$ cat src/rtl/iq_issue_arbiter_pkg.sv
// Shared types for the ALU issue arbiter: ALU opcode, issue-queue head entry and output-register state.
package iq_issue_arbiter_pkg;

  localparam int unsigned REG_ADDR_LEN = 5;

  typedef enum logic [3:0] {
    ALU_ADD  = 4'd0,
    ALU_SUB  = 4'd1,
    ALU_AND  = 4'd2,
    ALU_OR   = 4'd3,
    ALU_XOR  = 4'd4,
    ALU_SLL  = 4'd5,
    ALU_SRL  = 4'd6,
    ALU_SRA  = 4'd7,
    ALU_SLT  = 4'd8,
    ALU_SLTU = 4'd9
  } AL_FUNC;

  typedef struct packed {
    AL_FUNC                  insn;
    logic [REG_ADDR_LEN-1:0] inp1;
    logic [REG_ADDR_LEN-1:0] inp2;
    logic [REG_ADDR_LEN-1:0] dst;
  } iq_entry_t;

  typedef enum logic {
    EMPTY = 1'b0,
    FULL  = 1'b1
  } out_state_e;

endpackage

$ cat src/rtl/iq_issue_arbiter_if.sv
// Issue-queue / FU handshake bundle; slave is the arbiter, master is the queues + FU side.
interface iq_issue_arbiter_if #(
  parameter int unsigned NUM_QUEUES = 4,
  parameter int unsigned QIDX_W     = $clog2(NUM_QUEUES)
);
  import iq_issue_arbiter_pkg::*;

  logic                  flush;
  logic [NUM_QUEUES-1:0] rq_ready;
  iq_entry_t             rq_entry [NUM_QUEUES];
  logic [NUM_QUEUES-1:0] rq_issue;
  logic                  fu_stall;
  logic                  fu_valid;
  iq_entry_t             fu_entry;
  logic [QIDX_W-1:0]     fu_src;

  modport master (
    output flush, rq_ready, rq_entry, fu_stall,
    input  rq_issue, fu_valid, fu_entry, fu_src
  );

  modport slave (
    input  flush, rq_ready, rq_entry, fu_stall,
    output rq_issue, fu_valid, fu_entry, fu_src
  );

endinterface

$ cat src/rtl/iq_issue_arbiter_rr_picker.sv
// Combinational round-robin picker: lowest requester at or after ptr, wrapping, via a doubled request vector.
module rr_picker #(
  parameter int unsigned N  = 4,
  parameter int unsigned PW = $clog2(N)
) (
  input  logic [N-1:0]  req,
  input  logic [PW-1:0] ptr,
  output logic [N-1:0]  gnt,
  output logic [PW-1:0] gnt_idx,
  output logic          any
);

  localparam int unsigned DW = 2 * N;

  logic [DW-1:0] dbl_masked;
  logic          found;

  // Lower copy masked below ptr; the unmasked upper copy supplies the wrap-around.
  always_comb begin
    dbl_masked = {req, req} & ~((DW'(1) << ptr) - DW'(1));
    gnt_idx    = '0;
    found      = 1'b0;
    for (int unsigned i = 0; i < DW; i++) begin
      if (!found && dbl_masked[i]) begin
        found   = 1'b1;
        gnt_idx = PW'(i % N);
      end
    end
    gnt          = '0;
    gnt[gnt_idx] = found;
  end

  assign any = |req;

endmodule

$ cat src/rtl/iq_issue_arbiter.sv
// Round-robin arbiter sharing one ALU among several issue queues, with a single valid/stall output register.
module iq_issue_arbiter
  import iq_issue_arbiter_pkg::*;
#(
  parameter int unsigned NUM_QUEUES = 4,
  parameter int unsigned QIDX_W     = $clog2(NUM_QUEUES)
) (
  input logic               clk,
  input logic               reset,
  iq_issue_arbiter_if.slave bus
);

  out_state_e            state_q, state_d;
  iq_entry_t             fu_entry_q, fu_entry_d;
  logic [QIDX_W-1:0]     fu_src_q, fu_src_d;
  logic [QIDX_W-1:0]     rr_ptr_q, rr_ptr_d;
  logic [NUM_QUEUES-1:0] gnt;
  logic [QIDX_W-1:0]     gnt_idx;
  logic                  any_ready;
  logic                  fu_valid;
  logic                  consume;
  logic                  can_load;
  logic                  grant;

  rr_picker #(.N(NUM_QUEUES), .PW(QIDX_W)) u_picker (
    .req     (bus.rq_ready),
    .ptr     (rr_ptr_q),
    .gnt     (gnt),
    .gnt_idx (gnt_idx),
    .any     (any_ready)
  );

  assign fu_valid = (state_q == FULL);

  // Flush dominates; otherwise a grant refills the register, a bare consume drains it.
  always_comb begin
    state_d    = state_q;
    fu_entry_d = fu_entry_q;
    fu_src_d   = fu_src_q;
    rr_ptr_d   = rr_ptr_q;
    consume    = fu_valid & ~bus.fu_stall;
    can_load   = ~bus.flush & (~fu_valid | consume);
    grant      = reset & can_load & any_ready;
    if (bus.flush) begin
      state_d = EMPTY;
    end else if (grant) begin
      state_d    = FULL;
      fu_entry_d = bus.rq_entry[gnt_idx];
      fu_src_d   = gnt_idx;
      rr_ptr_d   = (gnt_idx == QIDX_W'(NUM_QUEUES - 1)) ? '0 : gnt_idx + QIDX_W'(1);
    end else if (consume) begin
      state_d = EMPTY;
    end
  end

  always_ff @(posedge clk or negedge reset) begin
    if (!reset) begin
      state_q    <= EMPTY;
      fu_entry_q <= '0;
      fu_src_q   <= '0;
      rr_ptr_q   <= '0;
    end else begin
      state_q    <= state_d;
      fu_entry_q <= fu_entry_d;
      fu_src_q   <= fu_src_d;
      rr_ptr_q   <= rr_ptr_d;
    end
  end

  assign bus.rq_issue = grant ? gnt : '0;
  assign bus.fu_valid = fu_valid;
  assign bus.fu_entry = fu_entry_q;
  assign bus.fu_src   = fu_src_q;

endmodule
$ cat src/flat_wrapper.sv
// flat-port wrapper written by rule: the top's interface ports become plain ports
module iq_issue_arbiter_flat import iq_issue_arbiter_pkg::*;
#(
  parameter int unsigned NUM_QUEUES = 4,
  parameter int unsigned QIDX_W     = $clog2(NUM_QUEUES)
)
  (clk, reset, bus_flush, bus_rq_ready, bus_rq_entry, bus_fu_stall, bus_rq_issue, bus_fu_valid, bus_fu_entry, bus_fu_src);
  iq_issue_arbiter_if #(.NUM_QUEUES(NUM_QUEUES), .QIDX_W(QIDX_W)) bus_i ();
  input logic clk;
  input logic reset;
  input wire logic [$bits(bus_i.flush)-1:0] bus_flush;
  input wire logic [$bits(bus_i.rq_ready)-1:0] bus_rq_ready;
  input wire logic [$bits(bus_i.rq_entry)-1:0] bus_rq_entry;
  input wire logic [$bits(bus_i.fu_stall)-1:0] bus_fu_stall;
  output wire logic [$bits(bus_i.rq_issue)-1:0] bus_rq_issue;
  output wire logic [$bits(bus_i.fu_valid)-1:0] bus_fu_valid;
  output wire logic [$bits(bus_i.fu_entry)-1:0] bus_fu_entry;
  output wire logic [$bits(bus_i.fu_src)-1:0] bus_fu_src;
  assign bus_i.flush = bus_flush;
  assign bus_i.rq_ready = bus_rq_ready;
  assign bus_i.rq_entry = {>>{bus_rq_entry}};
  assign bus_i.fu_stall = bus_fu_stall;
  assign bus_rq_issue = bus_i.rq_issue;
  assign bus_fu_valid = bus_i.fu_valid;
  assign bus_fu_entry = bus_i.fu_entry;
  assign bus_fu_src = bus_i.fu_src;
  iq_issue_arbiter #(.NUM_QUEUES(NUM_QUEUES), .QIDX_W(QIDX_W)) u_core (.clk(clk), .reset(reset), .bus(bus_i));
endmodule
$ cat config.mk
export PLATFORM = sky130hd
export DESIGN_NAME = iq_issue_arbiter_flat
export DESIGN_NICKNAME = d
export VERILOG_FILES = /design/src/rtl/iq_issue_arbiter_pkg.sv /design/src/rtl/iq_issue_arbiter_if.sv /design/src/rtl/iq_issue_arbiter_rr_picker.sv /design/src/rtl/iq_issue_arbiter.sv /design/src/flat_wrapper.sv
export SDC_FILE = /design/constraint.sdc
export NUM_CORES = 1
export LEC_CHECK = 0
export ABC_AREA = 0
export BUFFER_PORTS_ARGS = -buffer_cell sky130_fd_sc_hd__buf_2
export CORE_UTILIZATION = 46
export DETAILED_ROUTE_END_ITERATION = 12
export PLACE_DENSITY = 0.87
export SETUP_SLACK_MARGIN = 0.15
export SKIP_CTS_REPAIR_TIMING = 1
export SYNTH_ARGS = -nofsm -noshare
export SYNTH_HDL_FRONTEND = slang
export SYNTH_SLANG_ARGS = --single-unit
$ cat constraint.sdc
create_clock -name clk -period 4.97 [get_ports clk]
set_clock_uncertainty 0.2 [all_clocks]
set_input_delay 0.2485 -clock clk [delete_from_list [all_inputs] [get_ports clk]]
set_output_delay 0.2485 -clock clk [all_outputs]
set_load 0.01 [all_outputs]
==> impl_metrics.yaml, run 1 <==
run_status:
  status: "finished, final reports clean"
clock_tree:
  clkSlewWorstSetupHoldPaths_ns: 0.09
  cts_made_buffers: 3
  cts_num_sinks: 24
  root_buffer: "clkbuf_8"
  cts_tree: "yes"
  clk_latency_ns: 0.27
  cts_htree_levels: 1
  cts.path.max_buffers: 2
logic_synthesis:
  synth_most_common_cell: "mux2i_1"
  yosys.cell_types.count: 29
  synth_simple_gate_area_share_pct: 12.6
  muxShareOfSynthArea_pct: 22.5
  ys_seq_elements: 24
  synth_top_family_by_area: "multiplexers"
  synth_edf_count: 0
  yosysTopAreaCell: "dfrtp_1"
  ys.warnings.count: 0
  syn_nets: 242
  synth-compound-area-share_pct: 21.0
  syn_avg_cell_area_um2: 11.4
  synth-xor-area-share_pct: 0
  synth_common_cells: "38 x mux2i_1, 27 x nand2_1, 24 x dfrtp_1, 19 x o221ai_2"
  synth.area.top_cells: "dfrtp_1 34%, mux2i_1 22%, o221ai_2 16%"
  seq_area_frac_synth_pct: 34.5
  synthCells: 153
  ys_async_sr_fraction_pct: 100
  ys.flop_type: "dfrtp_1"
  syn-cell-area_um2: 1740
  synth_top_area_share_pct: 34.5
  synth_adder_area_share_pct: 3.59
floorplanning:
  dieWidth_um: 63.6
  pin_count: 110
  core_area_um2: 3470
  start_util_pct: 50.3
  die_y_um: 63.6
  die_area_um2: 4040
  rows: 21
detailed_routing:
  post_drt_wl_per_cell_um: 14.9
  drc: 0
  drt_iter0_markers: 35
  ant_nets: 0
  dr.pass1.iters: 4
  vias: 1625
  drt-total-wl_um: 4550
  vias_per_cell: 5.33
timing:
  fmax_mhz: 308
  hold_viol: 0
  fin_setup_tns_ns: 0
  relSlewSlack_pct: 50.6
  finalCriticalPeriod_ns: 3.25
  maxSlewViolCount: 0
  rsz0062_at_grt: "no"
  fin_ws_ns: 1.72
  worst-slew-pin-transition_ns: 0.741
  period_share_pct: 65.3
  setup_violations: 0
placement:
  dp_hpwl_um: 3510
  place_ws_ns: 1.82
  gp_congestion: 0.910
  io_buffers: 109
global_routing:
  antenna_found_initial: 0
  grt_pass1_vias: 1646
  grt_usage_pct: 23.1
  grt_pass1_wl_um: 7370
  grt_overflow: 0
  grt_max_degree: 29
critical_path:
  cp.buffers_inverters: 3
  cp_common_cell: "ha_1"
  reg2reg_depth: 9
  worstSetupPathType: "register to output pin"
  required_ns: 4.52
  critPathLaunchType: "register"
  critPathMaxStageDelay_ns: 0.64
  rr_endpoint: "u_core.bus.fu_entry[12]"
  startpoint: "u_core.rr_ptr_q[1]"
  end_kind: "output pin"
  slowest_stage: "o2111ai_4"
  crit_cells: 10
  arrival_ns: 2.80
  regToRegSetupSlack_ns: 1.82
  rr_startpoint: "u_core.rr_ptr_q[1]"
  crit_chain: "nor2_1, inv_1, ha_1, nand2_1, o211ai_1, o2111ai_4, inv_2, ha_1, and2_1, buf_2"
  worstSetupEndpoint: "bus_rq_issue[3]"
  path_max_fanout: 19
  crit_family: "compound AO/OA/AOI/OAI gates"
min_path:
  hold_class: "input port to register"
pwr:
  total_power_mw: 1.17
  p_leak_nw: 1.32
  vdd_ir_drop_max_mv: 0.290
  cellPowerDensity_nw_per_um2: 492
flow_run:
  maxCapViolations: 0
finish:
  drive_gt1_share_pct: 54.4
  area_growth_pct: 36.1
  n_antenna_cell: 0
  layout.nets: 349
## tightest hold or removal path, cell delays in order
cell,delay [ns]
buf_2,0.09
nand2_1,0.07
o21ai_0,0.07
## layout by cell type (no fill, tap or decap), types with 2 or more instances in the layout
| cell type | n |
|---|---|
| buf_4 | 2 |
| buf_2 | 109 |
| ha_1 | 5 |
| clkbuf_8 | 3 |
| nor2_1 | 2 |
| dlygate4sd3_1 | 2 |
| nand2_1 | 27 |
| o221ai_2 | 19 |
| or2_4 | 2 |
| inv_1 | 2 |
| dfrtp_1 | 24 |
| nand3b_1 | 2 |
| o21ai_0 | 2 |
| mux2i_1 | 38 |
| and2_1 | 4 |
| nand2b_1 | 2 |
## worst min-delay path by stage
| stage | from | end | cells past startpoint |
|---|---|---|---|
| after floorplan | reset | u_core.bus.fu_entry[0] | 0 |
| after global placement | reset | u_core.bus.fu_entry[6] | 1 |
| after detailed placement | reset | u_core.bus.fu_entry[8] | 1 |
| after CTS | reset | u_core.bus.fu_entry[8] | 1 |
| after global routing | bus_fu_stall | u_core.bus.fu_valid | 3 |
| final | bus_fu_stall | u_core.bus.fu_valid | 3 |
## metrics by stage
stage | cell area [um2] | hold WS (ns) | cells | utilization [%]
global route | 2370 | 0.0658 | 305 | 68.4
global placement | 2280 | 0.0608 | 299 | 65.8
floorplan | 1740 | -0.247 | 153 | -
finish | 2370 | 0.0473 | 305 | 68.4
detailed placement | 2280 | 0.0731 | 299 | 65.8
CTS | 2350 | -0.225 | 303 | 67.8
## logic make-up after synthesis
| group | after synthesis |
|---|---|
| and+or+nand+nor | 44 |
| muxes | 39 |
| AOI/OAI and AO/OA | 27 |
| DFF | 24 |
| buffers and inverters | 14 |
| adders and majority gates | 5 |
## power by group
group / total (mW) / internal, mW / switching [mW]
combinational: 0.650 / 0.300 / 0.350
sequential: 0.342 / 0.287 / 0.0546
clock: 0.175 / 0.108 / 0.0673
total: 1.17 / 0.695 / 0.472
## state kept, by name, summed over array words and instances, names as in the netlist
signal / cells
u_core.rr_ptr_q: 2
u_core.bus.fu_src: 2
u_core.bus.fu_entry: 19
u_core.bus.fu_valid: 1
## routing by layer
| layer | up-vias | part of all wire [%] | global-route usage, % |
|---|---|---|---|
| li1 | 781 | - | - |
| met1 | 754 | 38 | 24.9 |
| met2 | 82 | 53 | 43.6 |
| met3 | 8 | 7.9 | 5.43 |
| met4 | 0 | 1.6 | 7.39 |
| met5 | - | 0 | 0 |
## cell type report
cell class | instances | area, um2
Clock buffer | 3 | 41.3
Clock inverter | 1 | 30.0
Fill cell | 280 | 1100
Inverter | 3 | 11.3
Multi-Input combinational cell | 115 | 1050
Sequential cell | 24 | 601
Tap cell | 46 | 57.6
Timing Repair Buffer | 113 | 581
(Power assumes the default switching activity.)
==> run 2, diff against run 1 <==
Settings changed: CORE_UTILIZATION 46 to 39, PLACE_DENSITY 0.87 to 0.78.
Clock period 4.97 ns to 2.8 ns, I/O delays scaled along.
==> impl_metrics.yaml, run 2 (synthesis results as in run 1) <==
detailed_routing:
  post_drt_wl_per_cell_um: 14.8
  drc: 0
  vias_per_cell: 5.09
  ant_nets: 0
  dr.pass1.iters: 4
  drt_iter0_markers: 92
  drt-total-wl_um: 4770
  vias: 1645
global_routing:
  antenna_found_initial: 0
  gr-max-usage-layer: "met2"
  grt_util_met2_pct: 35.0
  grt_use_met3_pct: 3.78
  grt_pass1_vias: 1496
  grt_usage_pct: 19.3
  grt_overflow: 0
  grt_max_degree: 25
  grt_pass1_wl_um: 6800
  gr-usage-met1_pct: 23.5
finish:
  mostFrequentLayoutCell: "buf_2"
  layout.nets: 363
  drive_gt1_share_pct: 59.7
  final_cell_mix: "109 x buf_2, 37 x mux2i_1, 26 x nand2_1"
  fillers: 376
  design_area_um2: 2540
  area_growth_pct: 45.7
  multi_input_area_um2: 1090
  n_antenna_cell: 0
  largest_register_ffs: 19
  seqCellArea_um2: 602
  final_util_pct: 61.3
  finalNonFillerCells: 323
critical_path:
  arrival_ns: 2.27
  critPathLaunchType: "register"
  slowest_stage: "dfrtp_1"
  end_kind: "output pin"
  reg2reg_depth: 10
  crit_chain: "nand2b_4, ha_4, nand2b_1, and3b_2, o311ai_4, buf_4, ha_2, and2_1, buf_2"
  required_ns: 2.46
  rr_startpoint: "u_core.rr_ptr_q[0]"
  regToRegSetupSlack_ns: 0.35
  rr_endpoint: "u_core.bus.fu_entry[11]"
  worstSetupPathType: "register to output pin"
  startpoint: "u_core.rr_ptr_q[1]"
  path_max_fanout: 4
  critPathMaxStageDelay_ns: 0.44
min_path:
  whs_path_depth: 3
  hold_class: "input port to register"
  min_from: "bus_rq_entry[10]"
  hold_path_end: "u_core.bus.fu_entry[10]"
pwr:
  sw_frac_of_total_pct: 40.0
  power_switching_uw: 885
  power_frac_comb_pct: 61.4
  cellPowerDensity_nw_per_um2: 870
  seq_power_share_pct: 28.1
  vdd_ir_drop_max_mv: 0.348
  power.internal_mw: 1.32
  power_frac_clock_pct: 10.5
  p_leak_nw: 1.39
timing:
  holdWs_ns: -0.0127
  worst-slew-pin-transition_ns: 0.392
  hold_viol: 5
  period_share_pct: 93.3
  fin_setup_tns_ns: 0
  finalCriticalPeriod_ns: 2.61
  relSlewSlack_pct: 73.8
  maxSlewViolCount: 0
  setup_violations: 0
  rsz0062_at_grt: "yes"
  fmax_mhz: 383
  fin_ws_ns: 0.187
floorplanning:
  core_area_um2: 4140
  pin_count: 110
  start_util_pct: 42.1
  die_area_um2: 4740
  dieWidth_um: 68.9
  die_y_um: 68.9
  rows: 23
placement:
  dpl-instance-area_um2: 2330
  place_ws_ns: 0.242
  dp_cells: 305
  dp_hpwl_um: 3470
  gp_congestion: 0.784
  io_buffers: 109
clock_tree:
  root_buffer: "clkbuf_8"
  clk_latency_ns: 0.26
  clkSlewWorstSetupHoldPaths_ns: 0.09
  cts_htree_levels: 1
  cts.path.max_buffers: 2
  cts_num_sinks: 24
  cts_made_buffers: 3
  cts_tree: "yes"
run_status:
  status: "finished, violations left"
  violations: "hold timing"
flow_run:
  maxCapViolations: 0
run 2: cell count changes in the layout (fill, tap and decap cells not counted), sizes merged:
| cell | before | now |
|---|---|---|
| buf | 111 | 122 |
| clkbuf | 3 | 4 |
| bufinv | 1 | 0 |
| dlygate4sd3 | 2 | 5 |
run 2: per-stage QoR:
stage	power [mW]	hold WS, ns
finish	2.21	-0.0127
detailed placement	1.82	-0.0285
global route	2.38	0.000346
global placement	1.78	-0.0257
CTS	2.07	-0.327
floorplan	1.44	-0.356
run 2: cell type report:
cell class | count | area share, %
repair buffers | 127 | 28.3
multi-input cells | 115 | 43.0
well taps | 50 | 2.46
flip-flops and latches | 24 | 23.7
inverters | 3 | 0.443
clock buffers | 4 | 2.17
run 2: worst max path at each step:
stage,endpoint,slack [ns],depth (start not counted)
after global placement,u_core.bus.fu_entry[11],0.38,9
after detailed placement,u_core.bus.fu_entry[4],0.24,9
after global routing,bus_rq_issue[1],0.09,9
after CTS,bus_rq_issue[0],0.02,10
after floorplan,u_core.rr_ptr_q[1],0.33,10
final,bus_rq_issue[1],0.19,9
run 2: power groups by stage:
| stage | Clock (mW) | Sequential, mW | Combinational [mW] |
|---|---|---|---|
| 2_1_floorplan | 0 | 0.676 | 0.767 |
| 3_3_place_gp | 0 | 0.610 | 1.18 |
| 3_5_place_dp | 0 | 0.606 | 1.21 |
| 4_1_cts | 0.249 | 0.608 | 1.21 |
| 5_1_grt | 0.251 | 0.641 | 1.48 |
| 6_report | 0.232 | 0.620 | 1.36 |
run 2: critical path, delay by kind of cell (launching register included):
| family | cells | cell delay [ns] |
|---|---|---|
| compound gates | 1 | 0.39 |
| flops | 1 | 0.44 |
| buf+inv | 2 | 0.31 |
| fa+ha+maj | 2 | 0.29 |
| simple gates | 4 | 0.58 |
run 2: routing by layer:
layer / part of all wire, % / vias to the layer above
met5: 0 / -
met4: 0.59 / 0
li1: - / 810
met3: 7.0 / 4
met1: 41 / 763
met2: 52 / 68
==> run 3, diff against run 2 <==
Settings changed: MAX_ROUTING_LAYER set to met4, PLACE_DENSITY 0.78 to unset, PLACE_DENSITY_LB_ADDON set to 0.3.
==> impl_metrics.yaml, run 3 (synthesis results as in run 1) <==
pwr:
  total_power_mw: 2.31
  vdd_ir_drop_max_mv: 0.435
  cellPowerDensity_nw_per_um2: 868
  p_leak_nw: 1.45
finish:
  mostFrequentLayoutCell: "buf_2"
  layout.nets: 373
  largest_register_ffs: 19
  n_antenna_cell: 0
  area_growth_pct: 53.1
  final_util_pct: 64.4
  drive_gt1_share_pct: 58.0
  final_cell_mix: "109 x buf_2, 38 x mux2i_1, 25 x nand2_1"
timing:
  fin_ws_ns: 0.202
  finalCriticalPeriod_ns: 2.60
  worst-slew-pin-transition_ns: 0.436
  relSlewSlack_pct: 70.8
  setup_violations: 0
  hold_viol: 12
  fmax_mhz: 385
  period_share_pct: 92.8
  rsz0062_at_grt: "yes"
  maxSlewViolCount: 0
  holdWs_ns: -0.0171
placement:
  io_buffers: 109
  place_ws_ns: 0.210
  gp_congestion: 0.758
  dp_hpwl_um: 3290
global_routing:
  grt_pass1_wl_um: 6250
  grt_max_degree: 25
  grt_overflow: 0
  grt_pass1_vias: 1489
  antenna_found_initial: 0
  grt_usage_pct: 18.5
floorplanning:
  pin_count: 110
  die_area_um2: 4740
  core_area_um2: 4140
  rows: 23
  start_util_pct: 42.1
  die_y_um: 68.9
  dieWidth_um: 68.9
run_status:
  violations: "hold timing"
  status: "finished, violations left"
critical_path:
  regToRegSetupSlack_ns: 0.25
  reg2reg_depth: 10
  worstSetupPathType: "register to output pin"
  arrival_ns: 2.26
  rr_endpoint: "u_core.bus.fu_entry[12]"
  path_max_fanout: 6
  critPathLaunchType: "register"
  required_ns: 2.46
  rr_startpoint: "u_core.rr_ptr_q[0]"
  end_kind: "output pin"
flow_run:
  maxCapViolations: 0
clock_tree:
  cts_htree_levels: 1
  cts_made_buffers: 3
  clk_latency_ns: 0.26
  clkSlewWorstSetupHoldPaths_ns: 0.09
  cts_num_sinks: 24
  root_buffer: "clkbuf_8"
  cts_tree: "yes"
  cts.path.max_buffers: 2
detailed_routing:
  post_drt_wl_per_cell_um: 14.2
  vias_per_cell: 4.99
  drc: 0
  ant_nets: 0
  drt-total-wl_um: 4730
  drt_iter0_markers: 45
  dr.pass1.iters: 4
  vias: 1662
min_path:
  whs_path_depth: 3
  hold_path_end: "u_core.bus.fu_entry[8]"
  hold_class: "input port to register"
  min_from: "bus_rq_entry[46]"
run 3: final cells by class:
type,instances,area [um2]
Clock buffer,3,41.3
Clock inverter,1,30.0
Fill cell,349,1480
Inverter,3,11.3
Multi-Input combinational cell,115,1100
Sequential cell,24,602
Tap cell,50,62.6
Timing Repair Buffer,137,821
run 3: layer usage:
layer  wire [um]  track usage, %  vias to the layer above  share of wire [%]
met2        2560            32.5                       60                 54
li1            -               -                      830                  -
met5           0               -                        -                  0
met3         220            3.78                        4                4.7
met4          38            4.59                        0               0.80
met1        1910            21.5                      768                 40
run 3: where the power goes:
group          internal [mW]  switching [mW]  leakage [nW]
logic                  0.706           0.684          1.11
clock network          0.191           0.120        0.0357
registers              0.511           0.103         0.297
run 3: metrics by stage:
step                instance area (um2)  setup TNS, ns  instances
floorplan                          1740              0        153
global placement                   2330              0        307
detailed placement                 2330              0        307
CTS                                2400        -0.0818        311
global route                       2670              0        333
finish                             2670              0        333
run 3: worst max-delay path by stage:
stage	to	start	cells past startpoint	slack (ns)
after floorplan	u_core.rr_ptr_q[1]	u_core.rr_ptr_q[1]	10	0.33
after global placement	u_core.bus.fu_entry[8]	u_core.rr_ptr_q[1]	9	0.28
after detailed placement	u_core.bus.fu_entry[11]	u_core.rr_ptr_q[1]	9	0.21
after CTS	bus_rq_issue[2]	u_core.rr_ptr_q[1]	10	-0.04
after global routing	bus_rq_issue[2]	u_core.rr_ptr_q[1]	9	0.13
final	bus_rq_issue[2]	u_core.rr_ptr_q[1]	9	0.20
run 3: worst max-delay path, cell delays in order (launching register included):
cell and delay [ns]:
dfrtp_1 0.44, nand2b_4 0.17, ha_4 0.13, nand2b_1 0.07, and3b_2 0.22, o311ai_4 0.41, inv_2 0.11, ha_2 0.19
and2_1 0.12, buf_2 0.13
